===== src/rtl/phase_pair_fetch_if.sv =====
// Stream bundle for phase_pair_fetch: input sample stream and output pair stream.
// The slave modport is the fetcher's view; master is the surrounding logic's view.
interface phase_pair_fetch_if #(
    parameter int unsigned PHASE_DW = 15,
    parameter int unsigned FBIT     = 8,
    parameter int unsigned PASS_DW  = 8
);
    logic [PHASE_DW-1:0] in_phase;
    logic [PASS_DW-1:0]  in_pass_data;
    logic                in_last;
    logic                in_valid;
    logic                in_ready;

    logic [PHASE_DW-1:0] phase1;
    logic [PHASE_DW-1:0] phase2;
    logic [FBIT-1:0]     phase_frac;
    logic [PASS_DW-1:0]  phase_pass_data;
    logic                phase_last;
    logic                phase_valid;
    logic                phase_ready;

    modport master (
        output in_phase, in_pass_data, in_last, in_valid,
        input  in_ready,
        input  phase1, phase2, phase_frac, phase_pass_data, phase_last, phase_valid,
        output phase_ready
    );

    modport slave (
        input  in_phase, in_pass_data, in_last, in_valid,
        output in_ready,
        output phase1, phase2, phase_frac, phase_pass_data, phase_last, phase_valid,
        input  phase_ready
    );
endinterface


===== src/rtl/phase_pair_fetch.sv =====
// Feeds the phase interpolator: turns one line of phase samples into (s0, s1, frac)
// triples at a fixed-point output step of at most 1.0 sample per output.
module phase_pair_fetch #(
    parameter int unsigned PHASE_DW = 15,
    parameter int unsigned FBIT     = 8,
    parameter int unsigned PASS_DW  = 8,
    parameter int unsigned CNT_W    = 11
) (
    input  logic                 clk,
    input  logic                 rst,
    input  logic [FBIT:0]        cfg_step,
    phase_pair_fetch_if.slave    bus,
    output logic [CNT_W-1:0]     out_cnt
);

    typedef enum logic [1:0] {StIdle, StFill, StEmit, StAdv} state_e;

    localparam logic [FBIT:0] StepOne = {1'b1, {FBIT{1'b0}}};

    state_e              state;
    logic [PHASE_DW-1:0] s0, s1;
    logic [PASS_DW-1:0]  s0_pass, s1_pass;
    logic                s1_last;
    logic [FBIT-1:0]     frac;
    logic [FBIT:0]       step_q;
    logic                in_ready_q;
    logic                valid_q;

    logic [FBIT:0]       sum;
    logic                carry;
    logic                in_xfer;
    logic                out_xfer;

    assign sum      = {1'b0, frac} + step_q;
    assign carry    = sum[FBIT];
    assign in_xfer  = bus.in_valid && in_ready_q;
    assign out_xfer = valid_q && bus.phase_ready;

    assign bus.in_ready        = in_ready_q;
    assign bus.phase_valid     = valid_q;
    assign bus.phase1          = s0;
    assign bus.phase2          = s1;
    assign bus.phase_frac      = frac;
    assign bus.phase_pass_data = s0_pass;
    // A carry on the line's last pair means the next position would need a sample beyond it.
    assign bus.phase_last      = valid_q && s1_last && carry;

    always_ff @(posedge clk or posedge rst) begin
        if (rst) begin
            state      <= StIdle;
            s0         <= '0;
            s1         <= '0;
            s0_pass    <= '0;
            s1_pass    <= '0;
            s1_last    <= 1'b0;
            frac       <= '0;
            step_q     <= '0;
            in_ready_q <= 1'b0;
            valid_q    <= 1'b0;
            out_cnt    <= '0;
        end else begin
            case (state)
                StIdle: begin
                    in_ready_q <= 1'b1;
                    if (in_xfer) begin
                        s0      <= bus.in_phase;
                        s0_pass <= bus.in_pass_data;
                        frac    <= '0;
                        out_cnt <= '0;
                        step_q  <= (cfg_step == '0) ? StepOne : cfg_step;
                        // A one-sample line has no pair to bracket, so it is dropped.
                        if (!bus.in_last) state <= StFill;
                    end
                end
                StFill: begin
                    if (in_xfer) begin
                        s1         <= bus.in_phase;
                        s1_pass    <= bus.in_pass_data;
                        s1_last    <= bus.in_last;
                        in_ready_q <= 1'b0;
                        valid_q    <= 1'b1;
                        state      <= StEmit;
                    end
                end
                StEmit: begin
                    if (out_xfer) begin
                        frac    <= sum[FBIT-1:0];
                        out_cnt <= out_cnt + CNT_W'(1);
                        if (carry) begin
                            valid_q    <= 1'b0;
                            in_ready_q <= 1'b1;
                            state      <= s1_last ? StIdle : StAdv;
                        end
                    end
                end
                StAdv: begin
                    if (in_xfer) begin
                        s0         <= s1;
                        s0_pass    <= s1_pass;
                        s1         <= bus.in_phase;
                        s1_pass    <= bus.in_pass_data;
                        s1_last    <= bus.in_last;
                        in_ready_q <= 1'b0;
                        valid_q    <= 1'b1;
                        state      <= StEmit;
                    end
                end
                default: state <= StIdle;
            endcase
        end
    end

endmodule

===== src/flat_wrapper.sv =====
// flat-port wrapper written by rule: the top's interface ports become plain ports
module phase_pair_fetch_flat 
#(
    parameter int unsigned PHASE_DW = 15,
    parameter int unsigned FBIT     = 8,
    parameter int unsigned PASS_DW  = 8,
    parameter int unsigned CNT_W    = 11
)
  (clk, rst, cfg_step, out_cnt, bus_in_phase, bus_in_pass_data, bus_in_last, bus_in_valid, bus_in_ready, bus_phase1, bus_phase2, bus_phase_frac, bus_phase_pass_data, bus_phase_last, bus_phase_valid, bus_phase_ready);
  phase_pair_fetch_if #(.PHASE_DW(PHASE_DW), .FBIT(FBIT), .PASS_DW(PASS_DW)) bus_i ();
  input  logic clk;
  input  logic rst;
  input  logic [FBIT:0] cfg_step;
  output logic [CNT_W-1:0] out_cnt;
  input wire logic [$bits(bus_i.in_phase)-1:0] bus_in_phase;
  input wire logic [$bits(bus_i.in_pass_data)-1:0] bus_in_pass_data;
  input wire logic [$bits(bus_i.in_last)-1:0] bus_in_last;
  input wire logic [$bits(bus_i.in_valid)-1:0] bus_in_valid;
  output wire logic [$bits(bus_i.in_ready)-1:0] bus_in_ready;
  output wire logic [$bits(bus_i.phase1)-1:0] bus_phase1;
  output wire logic [$bits(bus_i.phase2)-1:0] bus_phase2;
  output wire logic [$bits(bus_i.phase_frac)-1:0] bus_phase_frac;
  output wire logic [$bits(bus_i.phase_pass_data)-1:0] bus_phase_pass_data;
  output wire logic [$bits(bus_i.phase_last)-1:0] bus_phase_last;
  output wire logic [$bits(bus_i.phase_valid)-1:0] bus_phase_valid;
  input wire logic [$bits(bus_i.phase_ready)-1:0] bus_phase_ready;
  assign bus_i.in_phase = bus_in_phase;
  assign bus_i.in_pass_data = bus_in_pass_data;
  assign bus_i.in_last = bus_in_last;
  assign bus_i.in_valid = bus_in_valid;
  assign bus_in_ready = bus_i.in_ready;
  assign bus_phase1 = bus_i.phase1;
  assign bus_phase2 = bus_i.phase2;
  assign bus_phase_frac = bus_i.phase_frac;
  assign bus_phase_pass_data = bus_i.phase_pass_data;
  assign bus_phase_last = bus_i.phase_last;
  assign bus_phase_valid = bus_i.phase_valid;
  assign bus_i.phase_ready = bus_phase_ready;
  phase_pair_fetch #(.PHASE_DW(PHASE_DW), .FBIT(FBIT), .PASS_DW(PASS_DW), .CNT_W(CNT_W)) u_core (.clk(clk), .rst(rst), .cfg_step(cfg_step), .bus(bus_i), .out_cnt(out_cnt));
endmodule

===== config.mk =====
export PLATFORM = sky130hd
export DESIGN_NAME = phase_pair_fetch_flat
export DESIGN_NICKNAME = d
export VERILOG_FILES = /design/src/rtl/phase_pair_fetch_if.sv /design/src/rtl/phase_pair_fetch.sv /design/src/flat_wrapper.sv
export SDC_FILE = /design/constraint.sdc
export NUM_CORES = 1
export LEC_CHECK = 0
export BUFFER_PORTS_ARGS = -buffer_cell sky130_fd_sc_hd__buf_2
export CAP_MARGIN = 20
export CELL_PAD_IN_SITES_DETAIL_PLACEMENT = 1
export CELL_PAD_IN_SITES_GLOBAL_PLACEMENT = 1
export CORE_ASPECT_RATIO = 0.75
export CORE_MARGIN = 4
export CORE_UTILIZATION = 40
export DETAILED_ROUTE_END_ITERATION = 16
export GPL_TIMING_DRIVEN = 1
export PLACE_DENSITY = 0.8
export SETUP_SLACK_MARGIN = 0.15
export SLEW_MARGIN = 5
export SYNTH_ARGS = -nofsm -noshare
export SYNTH_HDL_FRONTEND = slang
export SYNTH_SLANG_ARGS = --single-unit

===== constraint.sdc =====
create_clock -name clk -period 3.4 [get_ports clk]
set_clock_uncertainty 0.2 [all_clocks]
set_input_delay 0.17 -clock clk [delete_from_list [all_inputs] [get_ports clk]]
set_output_delay 0.17 -clock clk [all_outputs]
set_load 0.01 [all_outputs]

==> results of run 1 <==
[worst max-delay path, cell delays in order (launching register included)]
cell     delay, ns
dfrtp_1       0.37
ha_1          0.21
inv_1         0.08
fa_1          0.41
nor2b_1       0.16
o31a_1        0.18
o21ai_1       0.09
xnor2_1       0.38
and3_1        0.22
buf_2         0.13
[registers in the layout, indices dropped and copies added (netlist names)]
name and cells:
u_core.bus.in_ready 1, u_core.bus.phase1 15, u_core.bus.phase2 15, u_core.bus.phase_frac 8, u_core.bus.phase_pass_data 8, u_core.bus.phase_valid 1, u_core.out_cnt 11, u_core.s1_last 1
u_core.s1_pass 8, u_core.state 2, u_core.step_q 9
[worst max-delay path by stage]
stage               depth (start not counted)                                 start  slack [ns]                         endpoint
floorplan                                   1                                   rst        1.01  u_core.bus.in_ready$_DFFE_PP0P_
global placement                            9  u_core.bus.phase_frac[0]$_DFFE_PP0P_        0.94                   bus_phase_last
detailed placement                          9  u_core.bus.phase_frac[0]$_DFFE_PP0P_        0.83                   bus_phase_last
CTS                                         9  u_core.bus.phase_frac[0]$_DFFE_PP0P_        0.46                   bus_phase_last
global route                                9  u_core.bus.phase_frac[0]$_DFFE_PP0P_        0.28                   bus_phase_last
finish                                      9  u_core.bus.phase_frac[0]$_DFFE_PP0P_        0.48                   bus_phase_last
[area by class of cell]
class / count / area [um2]
tap: 108 / 135.1
sequential: 79 / 1977
clock inverter: 5 / 81.33
timing repair buffer: 139 / 894.6
fill: 1001 / 3710
clock buffer: 11 / 242.7
inverter: 6 / 23.77
multi-input combinational: 269 / 1572
[report_power, final]
| part | switching, mW | internal (mW) | leakage [nW] |
|---|---|---|---|
| logic | 1.19 | 0.869 | 1.38 |
| registers | 0.315 | 1.36 | 0.957 |
| clock network | 0.373 | 0.663 | 0.156 |
[synth_stat cells (3+ instances only)]
| library cell | n |
|---|---|
| clkbuf_1 | 11 |
| nor2_1 | 39 |
| dfrtp_1 | 79 |
| a22o_1 | 3 |
| inv_1 | 6 |
| buf_2 | 3 |
| or3_1 | 4 |
| nor4_1 | 3 |
| a21oi_1 | 32 |
| ha_1 | 9 |
| xor2_1 | 7 |
| nand3_1 | 3 |
| xnor2_1 | 3 |
| nor3_1 | 4 |
| o21ai_0 | 17 |
| mux2i_1 | 23 |
| nand2_1 | 87 |
| mux2_2 | 7 |
| nand4_1 | 4 |
[cell usage in the layout, fill, tap and decap left out, drive strengths merged, types with 5 or more instances in the layout]
master,count
o21ai,18
buf,104
mux2i,23
inv,5
clkbuf,11
a21oi,33
nor2,39
dfrtp,79
ha,9
nand2,87
mux2,7
dlygate4sd3,35
xor2,7
[per-stage QoR]
stage	hold WS, ns	instances	cell area, um2	total power [mW]
after global placement	0.1121	565	4240	3.569
after floorplan	0.07544	370	3632	2.953
after detailed placement	0.1223	565	4240	3.682
after global routing	0.09907	617	4926	5.123
after CTS	0.09793	616	4915	4.795
final	0.1048	617	4926	4.771
[cell families after synthesis]
kind of cell,share of synthesized area [%]
DFF,54.43
muxes,8.509
xor gates and xnor gates,2.411
AOI/OAI and AO/OA,10.68
adders and majority gates,3.651
buffers and inverters,2.583
and+or+nand+nor,17.74
[layer usage]
metal  vias up  track usage, %
li1       1524               -
met1      1580           25.58
met2        72           35.92
met3        12           5.197
met4         0           5.366
met5         -               0
==> reports/results.txt, run 1 <==
run status: complete, no violations
commonest register cell after synthesis: dfrtp_1
M1 WL: 4657 um
TritonCTS clock tree: yes
Worst Hold Endpoint: u_core.bus.in_ready$_DFFE_PP0P_
final antenna diode count: 0
die area: 10690 um2
number of global-route vias before repair: 3536
share of final-layout standard cells stronger than drive strength 1: 25.74%
GRT Util Overall: 20.60%
routed wl met3: 457 um
post-CTS setup buffer count: 0
post-route DRC violation count: 0
crit path DAT: 2.55 ns
final RePlAce weighted congestion: 0.8249
yosys warns: 0
CTS-repair resized insts: 0
power per standard cell area: 968.5 nW/um2
register-to-register setup slack: 0.85 ns
mean cell area of the mapped netlist: 9.817 um2
placeable core region: 8636 um2
Initial Util: 42.06%
synthesized instance count: 370
Slew Limit Headroom: 39.62%
number of routed nets with antenna violations: 0
Post-Syn Nets: 417
fin. max-slew vios: 0
wire length of the first global-routing pass: 17890 um
net total in the final layout: 551
maximum operating frequency: 0.3425 GHz
final setup margin: 0.4803 ns
total number of placement rows: 29
total negative setup slack: 0 ns
endpoint of the worst-slack reg-to-reg timing path: u_core.out_cnt[8]$_DFFE_PP0P_
H-tree Lvls: 3
count of unique library cells instantiated by Yosys: 41
synth top area cells: dfrtp_1, nand2_1, mux2i_1
Hold Buf Count CTS: 35
post-synth design cell area: 3632 um2
Crit Path Max Fanout: 5
First-pass DRT Iterations: 4
part of the Yosys area used for sequential elements: 54.43%
buffer depth of the longest clock path: 2
vertical die dimension: 90.53 um
initial detailed-routing violation count: 88
Clk Tree Root Cell: clkbuf_16
final-report setup violation count: 0
number of cells on the worst hold path: 3
clock insertion delay at the later pin of the skew report: 0.33 ns
top-level I/O count: 97
leakage power total: 2.495 nW
initial antenna violation count: 0
fin crit share: 85.87%
share of flip-flops with an asynchronous set or reset after synthesis: 100.0%
reg-to-reg startpoint: u_core.state[1]$_DFFE_PP0P_
startpoint type of the worst setup path: flip-flop
area fraction of the dominant cell type after synthesis: 54.43%
CTS Buf Count: 9
vias post-DR: 3188
final standard cell utilization of the core: 57.04%
MaxCap Viol Count: 0
data required time at the worst endpoint: 3.03 ns
clock net sink count: 79
final hold violation count: 0
detail-routed net length per standard cell: 17.41 um
CTS clock-pin slew for the worst setup and hold paths: 0.06 ns
Post-synth EDFFs: 0
Met2 Wirelength: 5485 um
number of port buffers: 96
depth of the worst register-to-register path: 6
Routed WL: 10740 um
minimum clock period after layout: 2.920 ns
class of the most critical hold timing path: in -> reg
library cell occupying the most area in the post-synthesis netlist: dfrtp_1
maximum number of pins on one net before global-route repair: 47
VDD IR max: 0.0003902 V
start-to-end type of the worst setup path: reg -> out
Post-Place Worst Slack: 0.8338 ns
top layer in use: met4
Worst-Margin Slew: 0.9024 ns
Vias per Instance: 5.167
synthesis-to-layout area growth: 35.62%
Hold Path Origin: bus_in_valid
detailed placer's ending HPWL: 7124 um
Setup crit end kind: output pin
RSZ-0062 raised after global routing: no
die outline width: 118.0 um
gr ovfl total: 0
flop and latch count out of synthesis: 79
(Power assumes the default switching activity.)
==> run 2, diff against run 1 <==
--- a/config.mk
+++ b/config.mk
@@ -15,7 +15,9 @@
 export DETAILED_ROUTE_END_ITERATION = 16
 export GPL_TIMING_DRIVEN = 1
 export PLACE_DENSITY = 0.8
+export RECOVER_POWER = 50
 export SETUP_SLACK_MARGIN = 0.15
+export SKIP_LAST_GASP = 1
 export SLEW_MARGIN = 5
 export SYNTH_ARGS = -nofsm -noshare
 export SYNTH_HDL_FRONTEND = slang
==> run 2 against run 1 <==
  * The run now ends with max-capacitance violations, max-slew violations left
  * Combinational power shrank 4%
  * Highest routed layer unchanged
  * Cell count is the same
  * Hold slack lost 0.00071 ns
  * Largest power group unchanged
  * Cell area shrank 1.6%
  * First-iteration DRC count grew 5.7%
  * Via count grew 0.63%
  * Die area is the same
==> reports/results.txt, run 2 (synthesized netlist as in run 1, its figures left out) <==
run status: complete, but fails checks
violations in the final reports: max-capacitance violations, max-slew violations
share of final-layout standard cells stronger than drive strength 1: 13.75%
total negative setup slack: 0 ns
class of the most critical hold timing path: in -> reg
Slew Limit Headroom: -27.05%
buffer depth of the longest clock path: 2
vias post-DR: 3208
leading cell type in the layout, fill and taps excluded: nand2_1
area used by multi-input combinational logic: 1572 um2
placeable core region: 8636 um2
minimum clock period after layout: 2.930 ns
GRT Util Overall: 20.60%
commonest cells after routing, fill and taps aside: nand2_1, dfrtp_1, clkbuf_1
Initial Util: 42.06%
Clk Tree Root Cell: clkbuf_16
Crit path max-delay family: adder cells
fill count: 1018
final setup margin: 0.4704 ns
hold slack final: 0.1041 ns
startpoint type of the worst setup path: flip-flop
wire length of the first global-routing pass: 17890 um
VDD IR max: 0.0003889 V
number of routed nets with antenna violations: 0
final antenna diode count: 0
post-route DRC violation count: 0
CTS Buf Count: 9
clock net sink count: 79
longest individual stage delay on the worst path: 0.41 ns
fin. max-slew vios: 44
cell type of the slowest stage on the worst timing path: fa_1
number of port buffers: 96
maximum number of pins on one net before global-route repair: 47
final RePlAce weighted congestion: 0.8249
die outline width: 118.0 um
Crit Path Max Fanout: 5
final total power: 4.703 mW
maximum operating frequency: 0.3413 GHz
final hold violation count: 0
leakage power total: 2.302 nW
total number of placement rows: 29
MaxCap Viol Count: 1
top-level I/O count: 97
initial antenna violation count: 0
critical-path cell list: ha_1 > inv_1 > fa_1 > nor2b_1 > o31a_1 > o21ai_1 > xnor2_1 > and3_1 > buf_2
synthesis-to-layout area growth: 33.45%
initial detailed-routing violation count: 93
power per standard cell area: 970.2 nW/um2
CTS-repair resized insts: 0
Post-Place Worst Slack: 0.8338 ns
fin crit share: 86.17%
start-to-end type of the worst setup path: reg -> out
sum of buffers and inverters on the critical path: 2
vertical die dimension: 90.53 um
number of global-route vias before repair: 3536
die area: 10690 um2
detailed placer's ending HPWL: 7124 um
CTS clock-pin slew for the worst setup and hold paths: 0.06 ns
net total in the final layout: 551
RSZ-0062 raised after global routing: no
First-pass DRT Iterations: 4
final standard cell utilization of the core: 56.13%
data required time at the worst endpoint: 3.03 ns
Worst-Margin Slew: 1.895 ns
H-tree Lvls: 3
TritonCTS clock tree: yes
final-report setup violation count: 0
Vias per Instance: 5.199
gr ovfl total: 0
crit path DAT: 2.56 ns
Routed WL: 10770 um
detail-routed net length per standard cell: 17.45 um
clock insertion delay at the later pin of the skew report: 0.33 ns
Register Area: 1977 um2
Setup crit end kind: output pin
## run 2: cell types whose count changed in the layout (fill, tap and decap cells not counted)
cell	previous run	this run
clkinv_2	2	1
clkbuf_1	1	62
buf_4	7	6
clkinvlp_2	0	1
buf_2	96	36
## run 2: path summary, 6_finish.rpt
path	startpoint	end	slack, ns	cells after the start
worst max-delay path	u_core.bus.phase_frac[0]$_DFFE_PP0P_	bus_phase_last	0.47	9
worst min-delay path	bus_in_valid	u_core.bus.in_ready$_DFFE_PP0P_	0.10	3
worst max register to register	u_core.state[1]$_DFFE_PP0P_	u_core.out_cnt[8]$_DFFE_PP0P_	0.85	6
worst min register to register	u_core.s1_pass[7]$_DFFE_PP0P_	u_core.s1_pass[7]$_DFFE_PP0P_	0.28	2
max in group asynchronous	rst	u_core.step_q[6]$_DFFE_PP0P_	0.90	4
min in group asynchronous	rst	u_core.bus.phase1[3]$_DFFE_PP0P_	0.65	3
## run 2: area by class of cell
cell class,count,area share (%)
clock buffers,11,5.008
inverters,6,0.4904
multi-input cells,269,32.42
well taps,108,2.788
repair buffers,139,16.83
flip-flops and latches,79,40.78
clock inverters,5,1.678
## run 2: stage by stage
stage / std cells / area, um2
final: 617 / 4847
after global routing: 617 / 4847
after CTS: 616 / 4915
after detailed placement: 565 / 4240
after global placement: 565 / 4240
after floorplan: 370 / 3632
## run 2: per-layer routing
metal / up-vias / track usage (%) / share of wire [%]
met3: 14 / 5.197 / 4.8
met4: 0 / 5.366 / 1.4
met1: 1591 / 25.58 / 43
li1: 1525 / - / -
met5: - / 0 / 0
met2: 78 / 35.92 / 51
## run 2: power by group
group	total (mW)	switching [mW]	internal, mW
clock network	1.04	0.373	0.663
logic	1.98	1.19	0.790
registers	1.68	0.326	1.36
total	4.70	1.89	2.81
## run 2: worst min-delay path, stage by stage
cell,delay [ns]
buf_2,0.11
o21ai_0,0.10
a41o_1,0.21
## run 2: repair_timing
item                      4_1_cts  5_1_grt
buffers inserted                0        0
hold buffers                   35        0
hold endpoints to repair       94        0
==> run 3, diff against run 2 <==
--- a/config.mk
+++ b/config.mk
@@ -11,10 +11,10 @@
 export CELL_PAD_IN_SITES_GLOBAL_PLACEMENT = 1
 export CORE_ASPECT_RATIO = 0.75
 export CORE_MARGIN = 4
-export CORE_UTILIZATION = 40
+export CORE_UTILIZATION = 36
 export DETAILED_ROUTE_END_ITERATION = 16
 export GPL_TIMING_DRIVEN = 1
-export PLACE_DENSITY = 0.8
+export PLACE_DENSITY = 0.76
 export RECOVER_POWER = 50
 export SETUP_SLACK_MARGIN = 0.15
 export SKIP_LAST_GASP = 1
==> constraint.sdc (replaced) <==
create_clock -name clk -period 2.5 [get_ports clk]
set_clock_uncertainty 0.2 [all_clocks]
set_input_delay 0.125 -clock clk [delete_from_list [all_inputs] [get_ports clk]]
set_output_delay 0.125 -clock clk [all_outputs]
set_load 0.01 [all_outputs]
==> run 3 against run 2 <==
  * The flow now finishes without violations
  * Combinational power grew 45%
  * Total power grew 38%
  * Wire length grew 2.4%
  * Critical path depth is the same
  * First-iteration DRC count grew 52%
  * Clock power grew 29%
  * Utilization shrank 5.2 points
  * Register-to-register slack lost 0.72 ns
  * Die area grew 10%
  * Non-clock buffer count grew 10
  * Critical path type unchanged
  * Largest cell class unchanged
==> reports/results.txt, run 3 (synthesized netlist as in run 1, its figures left out) <==
hold slack final: 0.07375 ns
reg-to-reg startpoint: u_core.step_q[0]$_DFFE_PP0P_
commonest cells after routing, fill and taps aside: nand2_1, dfrtp_1, clkbuf_1
number of routed nets with antenna violations: 0
Vias per Instance: 5.060
gr ovfl total: 0
net total in the final layout: 561
final RePlAce weighted congestion: 0.7788
Routed WL: 11020 um
fill count: 1144
Register Area: 1977 um2
CTS clock-pin slew for the worst setup and hold paths: 0.06 ns
Critical Path Source: u_core.step_q[0]$_DFFE_PP0P_
Initial Util: 37.31%
vias post-DR: 3289
number of port buffers: 96
MaxCap Viol Count: 0
minimum clock period after layout: 2.491 ns
initial detailed-routing violation count: 141
RSZ-0062 raised after global routing: yes
maximum number of pins on one net before global-route repair: 47
start-to-end type of the worst setup path: reg -> out
Crit Path Max Fanout: 2
clock insertion delay at the later pin of the skew report: 0.33 ns
First-pass DRT Iterations: 4
data required time at the worst endpoint: 2.17 ns
buffer depth of the longest clock path: 2
maximum operating frequency: 0.4015 GHz
placeable core region: 9736 um2
post-route DRC violation count: 0
top-level I/O count: 97
vertical die dimension: 94.99 um
clock net sink count: 79
Worst-Margin Slew: 1.467 ns
die area: 11780 um2
synthesis-to-layout area growth: 36.58%
number of global-route vias before repair: 3548
total number of placement rows: 31
die outline width: 124.0 um
share of final-layout standard cells stronger than drive strength 1: 16.99%
final-report setup violation count: 0
final standard cell utilization of the core: 50.96%
Slew Limit Headroom: 2.110%
fin. max-slew vios: 0
VDD IR max: 0.0005037 V
area used by multi-input combinational logic: 1603 um2
placed cell count: 591
leading cell type in the layout, fill and taps excluded: nand2_1
final antenna diode count: 0
power per standard cell area: 1312 nW/um2
detailed placer's ending HPWL: 7320 um
run status: complete, no violations
TritonCTS clock tree: yes
Clk Tree Root Cell: clkbuf_16
class of the most critical hold timing path: in -> reg
final total power: 6.510 mW
leakage power total: 2.364 nW
wire length of the first global-routing pass: 17800 um
final hold violation count: 0
detail-routed net length per standard cell: 16.96 um
H-tree Lvls: 3
Setup crit end kind: output pin
Hold Path Origin: bus_in_valid
GRT Util Overall: 19.41%
startpoint type of the worst setup path: flip-flop
CTS Buf Count: 9
initial antenna violation count: 0
fin crit share: 99.63%
crit path DAT: 2.17 ns
final standard cell count with taps included and fillers excluded: 650
run 3: cell types whose count changed in the layout (fill, tap and decap cells not counted), moves of 2 or more:
cell	delta
clkbuf_1	-3
clkinv_2	+2
buf_4	+11
ha_1	-2
run 3: layer usage:
layer  global-route usage [%]  wire length [um]  up-vias
met2                    33.42              5513       67
met5                        0                 0        -
met4                    4.740                84        0
met1                    24.92              4954     1671
li1                         -                 -     1543
met3                    4.251               471        8
run 3: worst max-delay path, stage by stage, from the launching register on:
cell,delay (ns)
dfrtp_1,0.36
ha_2,0.21
inv_2,0.04
fa_2,0.35
nor2b_2,0.13
o31a_1,0.17
o21ai_2,0.10
xnor2_2,0.15
and3_1,0.19
buf_2,0.13
run 3: final timing paths:
check,end,slack (ns),cells after the start
hold / removal,u_core.bus.in_ready$_DFFE_PP0P_,0.07,3
max in group asynchronous,u_core.out_cnt[10]$_DFFE_PP0P_,0.43,4
hold reg to reg,u_core.s1_pass[5]$_DFFE_PP0P_,0.28,2
min in group asynchronous,u_core.bus.phase1[4]$_DFFE_PP0P_,0.59,3
setup / recovery,bus_phase_last,0.009,9
setup reg to reg,u_core.bus.phase_frac[6]$_DFFE_PP0P_,0.13,9
run 3: power breakdown:
| group | internal (mW) | switching (mW) |
|---|---|---|
| Combinational | 1.22 | 1.66 |
| Clock | 0.818 | 0.518 |
| Sequential | 1.85 | 0.448 |
run 3: area by class of cell:
class	count	area share [%]
Tap cell	132	3.329
Multi-Input combinational cell	269	32.31
Clock inverter	4	0.9079
Timing Repair Buffer	149	18.06
Sequential cell	79	39.85
Clock buffer	11	5.095
Inverter	6	0.4540
run 3: timing repair:
item | 4_1_cts | 5_1_grt
endpoints found under the hold margin | 94 | 0
hold buffers | 35 | 0
setup buffers | 4 | 5
pin swaps | 4 | 5
resized for setup | 3 | 4
setup endpoints to repair | 1 | 4
run 3: stage by stage:
stage               setup slack, ns  cell area [um2]  setup TNS [ns]
finish                     0.009223             4961               0
global route                -0.1144             4961         -0.1144
CTS                        -0.05926             4985        -0.05926
detailed placement           0.1653             4298               0
global placement             0.2174             4298               0
floorplan                    0.1516             3632               0
